===== src/rtl/alu_ctrl_pkg.sv =====
`default_nettype none
// ============================================================================
//  Module      : alu_ctrl_pkg
//  Description : Shared types and constants for the ALU sequencer. Holds the
//                opcode and state enums, the instruction field positions and
//                a helper that classifies ALU opcodes.
//  Revision    : 1.0  initial release
// ============================================================================
package alu_ctrl_pkg;

    localparam int FN_W   = 4;
    localparam int RSEL_W = 3;
    localparam int NREG   = 1 << RSEL_W;
    localparam int INST_W = FN_W + 2 * RSEL_W;

    // Instruction layout {FN, RX, RY}
    localparam int FN_MSB = INST_W - 1;
    localparam int FN_LSB = 2 * RSEL_W;
    localparam int RX_MSB = 2 * RSEL_W - 1;
    localparam int RX_LSB = RSEL_W;
    localparam int RY_MSB = RSEL_W - 1;
    localparam int RY_LSB = 0;

    typedef enum logic [FN_W-1:0] {
        OP_LD  = 4'd0,
        OP_MOV = 4'd1,
        OP_ADD = 4'd2,
        OP_SUB = 4'd3,
        OP_AND = 4'd4,
        OP_OR  = 4'd5,
        OP_XOR = 4'd6,
        OP_INV = 4'd7,
        OP_FLP = 4'd8,
        OP_SHL = 4'd9,
        OP_SHR = 4'd10,
        OP_ASR = 4'd11
    } opcode_t;

    typedef enum logic [2:0] {
        S_IDLE = 3'd0,
        S_T1   = 3'd1,
        S_T2   = 3'd2,
        S_T3   = 3'd3,
        S_T4   = 3'd4
    } state_t;

    // Opcodes that run the four-step A/B/Q/writeback sequence
    function automatic logic is_alu_op(input logic [FN_W-1:0] fn);
        return (fn >= OP_ADD) && (fn <= OP_ASR);
    endfunction

endpackage
`default_nettype wire


===== src/rtl/reg_sel_decoder.sv =====
`default_nettype none
// ============================================================================
//  Module      : reg_sel_decoder
//  Description : Binary register select to one-hot enable vector, gated by an
//                enable. All outputs are zero while the enable is low.
//  Ports       : i_sel    binary register index
//                i_en     enable; output is all-zero when low
//                o_onehot one-hot select (2**SEL_W bits)
//  Revision    : 1.0  initial release
// ============================================================================
module reg_sel_decoder #(
    parameter int SEL_W = 3
) (
    input  logic [SEL_W-1:0]      i_sel,
    input  logic                  i_en,
    output logic [(1<<SEL_W)-1:0] o_onehot
);

    always_comb begin
        o_onehot = '0;
        if (i_en) begin
            o_onehot[i_sel] = 1'b1;
        end
    end

endmodule
`default_nettype wire


===== src/rtl/alu_sequencer.sv =====
`default_nettype none
// ============================================================================
//  Module      : alu_sequencer
//  Description : Multi-cycle control unit for the shared bus / register file /
//                ALU datapath. Executes one {FN,RX,RY} instruction at a time
//                and produces Moore-decoded datapath enables. All state
//                changes on the falling edge of CLKb.
//  Ports       : CLKb    clock (falling-edge active)
//                RST     asynchronous active-high reset
//                INSTR   instruction, captured when Exec is accepted in IDLE
//                Exec    start request
//                Ready   idle indicator
//                Done    final state of an instruction
//                Illegal T1 of an unsupported opcode
//                FN      ALU function (0 when idle)
//                Ain/Gin/Gout  ALU A load / B load / compute enables
//                ALUout/ExtOut ALU result / external data bus drivers
//                Rout/Rin      one-hot register bus-drive / load enables
//  Revision    : 1.0  initial release
// ============================================================================
module alu_sequencer
    import alu_ctrl_pkg::*;
(
    input  logic              CLKb,
    input  logic              RST,
    input  logic [INST_W-1:0] INSTR,
    input  logic              Exec,
    output logic              Ready,
    output logic              Done,
    output logic              Illegal,
    output logic [FN_W-1:0]   FN,
    output logic              Ain,
    output logic              Gin,
    output logic              Gout,
    output logic              ALUout,
    output logic              ExtOut,
    output logic [NREG-1:0]   Rout,
    output logic [NREG-1:0]   Rin
);

    state_t              r_state;
    state_t              w_next;
    logic [INST_W-1:0]   r_ir;

    logic [FN_W-1:0]     w_fn;
    logic [RSEL_W-1:0]   w_rx;
    logic [RSEL_W-1:0]   w_ry;
    logic                w_rin_en;
    logic                w_rout_en;
    logic                w_rout_ry;
    logic [RSEL_W-1:0]   w_rout_sel;

    assign w_fn = r_ir[FN_MSB:FN_LSB];
    assign w_rx = r_ir[RX_MSB:RX_LSB];
    assign w_ry = r_ir[RY_MSB:RY_LSB];

    always_ff @(negedge CLKb or posedge RST) begin
        if (RST) begin
            r_state <= S_IDLE;
            r_ir    <= '0;
        end else begin
            r_state <= w_next;
            // IR only loads on acceptance, so INSTR is free to change while busy
            if ((r_state == S_IDLE) && Exec) begin
                r_ir <= INSTR;
            end
        end
    end

    always_comb begin
        w_next    = S_IDLE;
        Ready     = 1'b0;
        Done      = 1'b0;
        Illegal   = 1'b0;
        FN        = '0;
        Ain       = 1'b0;
        Gin       = 1'b0;
        Gout      = 1'b0;
        ALUout    = 1'b0;
        ExtOut    = 1'b0;
        w_rin_en  = 1'b0;
        w_rout_en = 1'b0;
        w_rout_ry = 1'b0;
        case (r_state)
            S_IDLE: begin
                Ready  = 1'b1;
                w_next = Exec ? S_T1 : S_IDLE;
            end
            S_T1: begin
                FN = w_fn;
                if (w_fn == OP_LD) begin
                    ExtOut   = 1'b1;
                    w_rin_en = 1'b1;
                    Done     = 1'b1;
                end else if (w_fn == OP_MOV) begin
                    w_rout_en = 1'b1;
                    w_rout_ry = 1'b1;
                    w_rin_en  = 1'b1;
                    Done      = 1'b1;
                end else if (is_alu_op(w_fn)) begin
                    w_rout_en = 1'b1;
                    Ain       = 1'b1;
                    w_next    = S_T2;
                end else begin
                    Illegal = 1'b1;
                    Done    = 1'b1;
                end
            end
            S_T2: begin
                FN        = w_fn;
                w_rout_en = 1'b1;
                w_rout_ry = 1'b1;
                Gin       = 1'b1;
                w_next    = S_T3;
            end
            S_T3: begin
                FN     = w_fn;
                Gout   = 1'b1;
                w_next = S_T4;
            end
            S_T4: begin
                FN       = w_fn;
                ALUout   = 1'b1;
                w_rin_en = 1'b1;
                Done     = 1'b1;
            end
            // Unused encodings drive nothing and fall back to IDLE
            default: w_next = S_IDLE;
        endcase
    end

    assign w_rout_sel = w_rout_ry ? w_ry : w_rx;

    reg_sel_decoder #(.SEL_W(RSEL_W)) u_rin_dec (
        .i_sel    (w_rx),
        .i_en     (w_rin_en),
        .o_onehot (Rin)
    );

    reg_sel_decoder #(.SEL_W(RSEL_W)) u_rout_dec (
        .i_sel    (w_rout_sel),
        .i_en     (w_rout_en),
        .o_onehot (Rout)
    );

endmodule
`default_nettype wire

===== config.mk =====
export PLATFORM = sky130hd
export DESIGN_NAME = alu_sequencer
export DESIGN_NICKNAME = d
export VERILOG_FILES = /design/src/rtl/alu_ctrl_pkg.sv /design/src/rtl/reg_sel_decoder.sv /design/src/rtl/alu_sequencer.sv
export SDC_FILE = /design/constraint.sdc
export NUM_CORES = 1
export LEC_CHECK = 0
export BUFFER_PORTS_ARGS = -buffer_cell sky130_fd_sc_hd__buf_2
export CORE_MARGIN = 2
export CORE_UTILIZATION = 32
export CTS_CLUSTER_SIZE = 14
export DETAILED_ROUTE_END_ITERATION = 16
export PLACE_DENSITY_LB_ADDON = 0.25
export REMOVE_ABC_BUFFERS = 1
export SETUP_SLACK_MARGIN = 0.1
export SYNTH_ARGS = -nofsm -noshare
export SYNTH_HDL_FRONTEND = slang
export SYNTH_SLANG_ARGS = --single-unit
export TNS_END_PERCENT = 5

===== constraint.sdc =====
create_clock -name CLKb -period 3.2 [get_ports CLKb]
set_input_delay 0.32 -clock CLKb [delete_from_list [all_inputs] [get_ports CLKb]]
set_output_delay 0.32 -clock CLKb [all_outputs]
set_load 0.005 [all_outputs]

==> impl_metrics.ini <==
[yosys]
ys_types = 26
synthesis.area_um2 = 811
ys_ff_latch = 13
syn_avg_cell_area_um2 = 9.21
synth_cells = 88
yosys_warnings = 0
synth_seq_area_share_pct = 40.1

[timing]
max_slew.worst_pin.slew_ps = 503
drv_slew = 0
worst_slack_ps = -582
timing.hold.ws_ps = 502
setup_violations = 26
skew_ps = 0.336
rsz0062_at_grt = yes
hold_viol_final = 0
maxSlewHeadroom_pct = 66.4

[clock_network]
numClockSinks = 13
h-tree-depth = 1
cts_buffers = 3
cts_tree = done
insertion_delay_ps = 280
clockBufferDepth = 2
clkSlewWorstSetupHoldPaths_ps = 60
cts_root_buf = clkbuf_4

[cells_and_area]
fillCellCount = 230
finish.utilization_pct = 55.0
final_net_count = 163
synthToLayoutAreaGrowth_pct = 65.1
drive_above_1_share_pct = 65.1
n_antenna_cell = 0
stdcell_count = 179
final_area_um2 = 1340
final_cell_mix = 39 x buf_2, 13 x buf_4, 13 x dfrtn_1
final_common_cell = buf_2

[worst_setup_path]
required_ps = 2880
reg2reg_depth = 6
crit_type = reg2out
cp.arrival_ps = 3460
r2r_slack_ps = 1510
r2r_end = r_ir[7]
cp_max_fo = 4
r2r_start = r_state[0]
worstSetupStartpointType = register
worst_setup_path_end_kind = output pin

[route]
drc = 0
drtIter0Drc = 24
vias = 860
drt_pre_antenna_iters = 4
ant_nets = 0
wl_per_cell_um = 13.0
viasPerCell = 4.80
drt-total-wl_um = 2330

[die]
die_x_um = 54.3
start_util_pct = 33.3
core-area_um2 = 2430
dieArea_um2 = 2950
io_pins = 41
rows = 18
die_h_um = 54.3

[pwr]
power_mw = 1.33
ir_worst_vdd_v = 0.000452
p_leak_nw = 0.680
powerDensity_nw_per_um2 = 992

[grt]
grt_max_degree = 14
grt_pass1_vias = 779
grt_first_pass_wirelength_um = 3460
overflow = 0
grt_use_total_pct = 16.9
antenna_found_initial = 0

[placement]
dpl_cell_area_um2 = 1130
dp_hpwl_um = 1740
dp_cells = 170
port_buffers = 40
finalWeightedCongestion = 0.857

[hold_path]
hp-start = r_ir[1]
hp-class = reg2reg
holdPathStages = 1
holdPathEnd = r_ir[1]

[status]
status = finished with violations
violations = negative setup slack

[run]
max_cap_violations = 0
-- worst max path at each step --
stage / startpoint / endpoint / slack, ps
5_1_grt: r_state[0] / Rout[7] / -630
2_1_floorplan: r_state[1] / Rout[0] / -130
6_report: r_state[0] / Rout[7] / -580
3_3_place_gp: r_ir[7] / Rout[0] / -260
4_1_cts: r_ir[9] / Rout[1] / -600
3_5_place_dp: r_ir[7] / Rout[1] / -330
-- routing by layer --
metal | global-route usage, % | up-vias | share of wire (%) | routed length, um
met5 | 0 | - | 0 | 0
met4 | 7.50 | 0 | 1.7 | 40
met3 | 3.55 | 5 | 4.1 | 95
met2 | 30.1 | 23 | 53 | 1240
met1 | 19.3 | 402 | 41 | 950
li1 | - | 430 | - | -
-- flip-flops by register name, summed over array words and instances (netlist names) --
signal and flops:
r_ir 10, r_state 3
-- area by class of cell --
| class | instances | area [um^2] | share of cell area, % |
|---|---|---|---|
| repair buffers | 59 | 372 | 27.8 |
| clock inverters | 1 | 5.00 | 0.374 |
| flip-flops and latches | 13 | 325 | 24.3 |
| inverters | 4 | 15.0 | 1.12 |
| well taps | 30 | 37.5 | 2.80 |
| clock buffers | 3 | 22.5 | 1.68 |
| multi-input cells | 69 | 562 | 42.0 |
-- metrics by stage --
stage	setup WS (ps)	setup TNS, ps
finish	-582	-10020
global route	-626	-11960
CTS	-599	-9580
detailed placement	-333	-3620
global placement	-258	-2860
floorplan	-129	-904
-- critical path, cell delays in order, from the launching register on --
cell	delay [ps]
dfrtn_1	470
or3b_4	410
and3b_2	300
nand2_2	90
o22ai_1	180
buf_2	140
-- where the power goes --
group	total [mW]	internal [mW]	leakage [nW]	switching, mW
sequential	0.326	0.252	0.157	0.0742
combinational	0.898	0.485	0.505	0.413
clock	0.104	0.0464	0.0177	0.0580
total	1.33	0.783	0.680	0.545
-- kinds of logic (layout without fill, tap and decap cells) --
logic type | Yosys count | count (layout) | synth area share, %
compound gates | 14 | 14 | 11.6
flops | 13 | 13 | 40.1
buf+inv | 6 | 67 | 4.94
mux | 9 | 9 | 12.5
simple gates | 46 | 46 | 30.9
-- timing repair --
action	CTS	global route
hold buffers	0	0
buffers inserted	2	3
setup endpoints to repair	27	28
pin swaps	11	9
gates resized for setup	17	15
-- synth_stat cells --
library cell,n,area (um^2)
o41ai_2,1,16.3
a21oi_1,1,5.00
and3b_2,1,10.0
mux2_1,1,11.3
buf_12,1,20.0
or3b_2,1,8.76
nand2_1,7,26.3
nand3_1,1,5.00
o22ai_1,8,50.1
nand2b_2,1,8.76
nor3b_1,1,7.51
or3_1,1,6.26
mux2_2,8,90.1
and2_1,3,18.8
nand2b_1,9,56.3
nand2_2,1,6.26
nor3_1,3,15.0
buf_2,1,5.00
dfrtn_1,13,325
or2_2,2,12.5
inv_1,4,15.0
o21a_1,1,7.51
nor2_1,13,48.8
and2_4,1,8.76
o21ai_0,3,15.0
or3b_4,1,11.3
Power figures use the tool's default switching activity.
